$ cat src/rtl/lfsr_arb.sv
// lfsr_arb: round-robin scheduler sharing one 8-bit maximal-length LFSR among NREQ requesters.
// Optional build macro LFSR_ARB_FREERUN_EN: LFSR steps on every non-reset, non-seed cycle.
module lfsr_arb #(
    parameter int unsigned NREQ      = 4,
    parameter logic [7:0]  SEED_INIT = 8'h01
) (
    input  logic            clk,
    input  logic            rst,
    input  logic [NREQ-1:0] req,
    input  logic            seed_we,
    input  logic [7:0]      seed,
    output logic [NREQ-1:0] gnt,
    output logic            rnd_valid,
    output logic [7:0]      rnd_data,
    output logic            period_wrap
);

    localparam int unsigned     PW       = (NREQ > 2) ? $clog2(NREQ) : 1;
    localparam int unsigned     IW       = PW + 1;
    localparam logic [IW-1:0]   NREQ_W   = IW'(NREQ);
    localparam logic [PW-1:0]   LAST_W   = PW'(NREQ - 1);
    localparam logic [NREQ-1:0] GNT_ONE  = NREQ'(1);
    localparam logic [7:0]      CNT_LAST = 8'd254;

    if ((NREQ < 2) || (NREQ > 8)) begin : g_bad_nreq
        $error("lfsr_arb: NREQ must lie within 2..8");
    end
    if (SEED_INIT == 8'h00) begin : g_bad_seed
        $error("lfsr_arb: SEED_INIT must be non-zero");
    end

    // Taps x^8+x^6+x^5+x^4+1, shifting left with feedback into bit 0.
    function automatic logic [7:0] lfsr_step(input logic [7:0] v);
        lfsr_step = {v[6:0], v[7] ^ v[5] ^ v[4] ^ v[3]};
    endfunction

    // An all-zero seed would lock the LFSR, so it is replaced by 8'h01.
    function automatic logic [7:0] seed_fix(input logic [7:0] v);
        if (v == 8'h00) begin
            seed_fix = 8'h01;
        end else begin
            seed_fix = v;
        end
    endfunction

    logic [7:0]      lfsr_r;
    logic [PW-1:0]   ptr_r;
    logic [7:0]      step_cnt_r;
    logic [NREQ-1:0] gnt_r;
    logic            rnd_valid_r;
    logic [7:0]      rnd_data_r;
    logic            period_wrap_r;

    logic            any_s;
    logic [PW-1:0]   sel_s;
    logic            step_s;
    logic [7:0]      lfsr_s;
    logic [PW-1:0]   ptr_s;
    logic [7:0]      step_cnt_s;
    logic [NREQ-1:0] gnt_s;
    logic            rnd_valid_s;
    logic [7:0]      rnd_data_s;
    logic            period_wrap_s;

    // Round-robin pick: scan offsets high to low so the lowest offset from ptr wins.
    always_comb begin
        logic [IW-1:0] idx_v;
        any_s = 1'b0;
        sel_s = '0;
        idx_v = '0;
        for (int i = int'(NREQ) - 1; i >= 0; i--) begin
            idx_v = {1'b0, ptr_r} + IW'(i);
            if (idx_v >= NREQ_W) begin
                idx_v = idx_v - NREQ_W;
            end else begin
                idx_v = idx_v;
            end
            if (req[idx_v[PW-1:0]]) begin
                any_s = 1'b1;
                sel_s = idx_v[PW-1:0];
            end else begin
                any_s = any_s;
                sel_s = sel_s;
            end
        end
    end

`ifdef LFSR_ARB_FREERUN_EN
    assign step_s = ~seed_we;
`else
    assign step_s = any_s & ~seed_we;
`endif

    // Next-state: seed load beats arbitration; LFSR and period counter advance on each step.
    always_comb begin
        lfsr_s        = lfsr_r;
        ptr_s         = ptr_r;
        step_cnt_s    = step_cnt_r;
        gnt_s         = '0;
        rnd_valid_s   = 1'b0;
        rnd_data_s    = rnd_data_r;
        period_wrap_s = 1'b0;
        if (seed_we) begin
            lfsr_s     = seed_fix(seed);
            step_cnt_s = 8'd0;
        end else begin
            if (any_s) begin
                gnt_s       = GNT_ONE << sel_s;
                rnd_valid_s = 1'b1;
                rnd_data_s  = lfsr_r;
                if (sel_s == LAST_W) begin
                    ptr_s = '0;
                end else begin
                    ptr_s = sel_s + PW'(1);
                end
            end else begin
                ptr_s = ptr_r;
            end
            if (step_s) begin
                lfsr_s = lfsr_step(lfsr_r);
                if (step_cnt_r == CNT_LAST) begin
                    step_cnt_s    = 8'd0;
                    period_wrap_s = 1'b1;
                end else begin
                    step_cnt_s = step_cnt_r + 8'd1;
                end
            end else begin
                lfsr_s = lfsr_r;
            end
        end
    end

    // State and output registers with synchronous reset.
    always_ff @(posedge clk) begin
        if (rst) begin
            lfsr_r        <= SEED_INIT;
            ptr_r         <= '0;
            step_cnt_r    <= 8'd0;
            gnt_r         <= '0;
            rnd_valid_r   <= 1'b0;
            rnd_data_r    <= 8'h00;
            period_wrap_r <= 1'b0;
        end else begin
            lfsr_r        <= lfsr_s;
            ptr_r         <= ptr_s;
            step_cnt_r    <= step_cnt_s;
            gnt_r         <= gnt_s;
            rnd_valid_r   <= rnd_valid_s;
            rnd_data_r    <= rnd_data_s;
            period_wrap_r <= period_wrap_s;
        end
    end

    assign gnt         = gnt_r;
    assign rnd_valid   = rnd_valid_r;
    assign rnd_data    = rnd_data_r;
    assign period_wrap = period_wrap_r;

endmodule

$ cat config.mk
export PLATFORM = sky130hd
export DESIGN_NAME = lfsr_arb
export DESIGN_NICKNAME = d
export VERILOG_FILES = /design/src/rtl/lfsr_arb.sv
export SDC_FILE = /design/constraint.sdc
export NUM_CORES = 1
export LEC_CHECK = 0
export ABC_CLOCK_PERIOD_IN_PS = 3700
export BUFFER_PORTS_ARGS = -buffer_cell sky130_fd_sc_hd__buf_4
export CAP_MARGIN = 20
export CORE_MARGIN = 4
export CORE_UTILIZATION = 57
export DETAILED_ROUTE_END_ITERATION = 8
export PLACE_DENSITY_LB_ADDON = 0.3
export SYNTH_ARGS = -nofsm -noshare
export SYNTH_HDL_FRONTEND = slang
export SYNTH_SLANG_ARGS = --single-unit
$ cat constraint.sdc
create_clock -name clk -period 3.7 [get_ports clk]
set_input_delay 0.185 -clock clk [delete_from_list [all_inputs] [get_ports clk]]
set_output_delay 0.185 -clock clk [all_outputs]
set_load 0.01 [all_outputs]
==> impl_metrics.env <==
export IMPL_synth_warnings=0
export IMPL_initial_core_util=0.619
export IMPL_yosys_top_cells_count="dfxtp_1 (32), nor2_1 (31), a21oi_1 (20)"
export IMPL_ff2ff_path_depth=5
export IMPL_synthAdderAreaFrac=0.0178
export IMPL_worstSetupEndpointType="register"
export IMPL_drv_slew=0
export IMPL_seqPwrFrac=0.555
export IMPL_yosysSeqAreaShare=0.455
export IMPL_hpwl_um=1930
export IMPL_die_h_um=57.7
export IMPL_synthFlopType="dfxtp_1"
export IMPL_r2r_slack_ns=2.16
export IMPL_ys_ff_latch=32
export IMPL_drcViolationCount=0
export IMPL_yosys_top_cells_area="dfxtp_1 (45%), nor2_1 (8.3%), a21oi_1 (7.1%)"
export IMPL_pwr_share_comb=0.142
export IMPL_vias=1167
export IMPL_required_ns=3.90
export IMPL_rr_endpoint="step_cnt_r[0]"
export IMPL_ios=29
export IMPL_track_usage=0.174
export IMPL_holdWs_ns=0.103
export IMPL_r2r_start="step_cnt_r[2]"
export IMPL_synth_mux_area_fraction=0.0568
export IMPL_row_count=17
export IMPL_fmax_mhz=564
export IMPL_hold_class="input port to register"
export IMPL_drtIter0Drc=17
export IMPL_power_switching_fraction=0.258
export IMPL_grt_pass1_vias=1117
export IMPL_crit_fanout=18
export IMPL_crit_chain="buf_4 > nor4_4 > nor2_2 > nand4_1 > xor2_1 > nor2_1"
export IMPL_switchingPower_uw=173
export IMPL_n_antenna_cell=0
export IMPL_firstDrtPassIters=5
export IMPL_final_hold_viol_count=0
export IMPL_synth_distinct_cells=32
export IMPL_dieWidth_um=57.7
export IMPL_cts_setup_buffers=0
export IMPL_yosysMostFrequentCell="dfxtp_1"
export IMPL_min_delay_path_depth=3
export IMPL_final_setup_tns_ns=0
export IMPL_status="complete, no violations"
export IMPL_fin_skew_ns=0.00238
export IMPL_coreArea_sq_mm=0.00228
export IMPL_layout_nets=205
export IMPL_portBuffers=28
export IMPL_setup_viol=0
export IMPL_antenna_found_initial=0
export IMPL_worstPathArrival_ns=1.97
export IMPL_path_buf_inv=1
export IMPL_synth_cells=161
export IMPL_setup_ws_ns=1.93
export IMPL_clock_path_buffers=2
export IMPL_ctsHoldBuffers=0
export IMPL_insertion_delay_ns=0.32
export IMPL_cts_buffers=5
export IMPL_syn_area_sq_mm=0.00141
export IMPL_finalPower_uw=671
export IMPL_cpPeakStageDelay_ns=0.85
export IMPL_synth_nets=178
export IMPL_wl_per_cell_um=12.4
export IMPL_cap_violations=0
export IMPL_internal_power_uw=498
export IMPL_routed_wl_um=2690
export IMPL_cts_tree="built"
export IMPL_cts_sinks=32
export IMPL_path_clk_slew_ns=0.09
export IMPL_cts_root_buf="clkbuf_4"
export IMPL_dieArea_sq_mm=0.00333
export IMPL_hp_start="seed[6]"
export IMPL_yosysTopAreaCell="dfxtp_1"
export IMPL_final_area_sq_mm=0.00165
export IMPL_p_per_area_mw_per_mm2=407
export IMPL_async_reset_ff_frac=0
export IMPL_synthXorXnorAreaFrac=0.0684
export IMPL_synth_avg_cell_area_sq_um=8.75
export IMPL_placed_area_sq_mm=0.00159
export IMPL_timing_final_crit_share=0.479
export IMPL_routed_via_density=5.38
export IMPL_ctsResizeCount=0
export IMPL_ant_nets=0
export IMPL_drive_gt1_frac=0.206
export IMPL_p_leak_uw=0.000659
export IMPL_crit_family="simple AND/OR/NAND/NOR gates"
export IMPL_gp_congestion=0.795
export IMPL_clkPwrFrac=0.303
export IMPL_ir_worst_vdd_mv=0.398
export IMPL_filler_cell_count=173
export IMPL_dpl_worst_slack_ns=1.59
export IMPL_synth_compound_area_frac=0.119
export IMPL_grt_pass1_wl_um=4590
export IMPL_synth_edf_count=0
export IMPL_grt_max_degree=25
export IMPL_min_to="lfsr_r[6]"
export IMPL_cts_htree_levels=2
export IMPL_synth_simple_gate_area_share=0.232
export IMPL_overflow=0
export IMPL_critPathKind="input port to register"
export IMPL_period_needed_ns=1.77
export IMPL_synth_top_area_share=0.455
export IMPL_maxSlewHeadroom=0.354
export IMPL_critPathSlowestCell="nor4_4"
export IMPL_tightest_slew_ns=0.961
export IMPL_syn_to_final_growth_pct=17.0
export IMPL_synth_top_family_by_area="simple AND/OR/NAND/NOR gates"
export IMPL_critPathLaunchType="input port"
export IMPL_rsz0062_at_grt="no"
==> layout by cell type, fill, tap and decap left out, drive strengths merged <==
| cell type | synthesis | layout |
|---|---|---|
| o21ai | 2 | 2 |
| ha | 2 | 2 |
| xor2 | 6 | 6 |
| clkbuf | 2 | 8 |
| nand4 | 5 | 5 |
| o21a | 1 | 1 |
| a21oi | 20 | 20 |
| nand3 | 1 | 1 |
| and3 | 2 | 2 |
| dfxtp | 32 | 32 |
| nor2 | 32 | 32 |
| a211oi | 2 | 2 |
| nor3 | 4 | 4 |
| buf | 6 | 28 |
| or2 | 1 | 1 |
| mux2i | 8 | 8 |
| inv | 2 | 2 |
| a21o | 1 | 1 |
| nor4 | 4 | 4 |
| nand2b | 1 | 1 |
| a22oi | 1 | 1 |
| xnor2 | 5 | 5 |
| o22a | 1 | 1 |
| nand2 | 19 | 19 |
| o22ai | 1 | 1 |
==> stage by stage <==
stage,util,instances
6_report,0.724,217
5_1_grt,0.724,217
4_1_cts,0.724,217
3_5_place_dp,0.698,209
3_3_place_gp,0.698,209
2_1_floorplan,-,161
==> power groups by stage <==
| stage | sequential [uW] | combinational, uW | clock [uW] |
|---|---|---|---|
| 3_5_place_dp | 380 | 95.1 | 0 |
| 3_3_place_gp | 379 | 92.8 | 0 |
| 6_report | 372 | 95.3 | 203 |
| 2_1_floorplan | 379 | 65.5 | 0 |
| 5_1_grt | 375 | 106 | 227 |
| 4_1_cts | 372 | 95.7 | 210 |
==> worst max path at each step <==
stage	start	end	slack (ns)	cells after the start
5_1_grt	req[1]	step_cnt_r[4]	1.79	6
4_1_cts	req[1]	step_cnt_r[4]	1.95	6
6_report	req[1]	step_cnt_r[4]	1.93	6
3_5_place_dp	req[1]	step_cnt_r[7]	1.59	6
2_1_floorplan	step_cnt_r[2]	step_cnt_r[0]	2.38	5
3_3_place_gp	req[1]	step_cnt_r[6]	1.70	6
==> state kept, by name (all words and copies together) (netlist names) <==
register and count:
gnt 4, lfsr_r 8, period_wrap 1, ptr_r 2, rnd_data 8, rnd_valid 1
step_cnt_r 8
==> final cells by class <==
class                   instances  area, sq um  share of cell area
clock buffers                   8         58.8              0.0357
inverters                       2         7.51             0.00456
multi-input cells             119          696               0.422
flip-flops and latches         32          641               0.389
well taps                      28         35.0              0.0213
repair buffers                 28          210               0.128
==> worst reg2reg max path, delay by kind of cell, from the launching register on <==
family             cells  cell delay, ns
AOI/OAI and AO/OA      1            0.39
and+or+nand+nor        4            0.64
DFF                    1            0.39
==> per-layer routing <==
layer | GRT usage | vias to the layer above | wire, um
met5 | 0 | - | 0
met4 | 0.0695 | 0 | 35
met3 | 0.0490 | 4 | 138
met2 | 0.298 | 30 | 1320
met1 | 0.203 | 536 | 1200
li1 | - | 597 | -
==> cells by family after synthesis <==
logic type	count (synthesis)
buffers and inverters	10
flip-flops	32
XOR/XNOR	11
AND/OR/NAND/NOR	69
multiplexers	8
adder cells (fa/ha/maj)	2
AO/OA/AOI/OAI	29
Note: power is estimated with default switching activity, not from simulation.
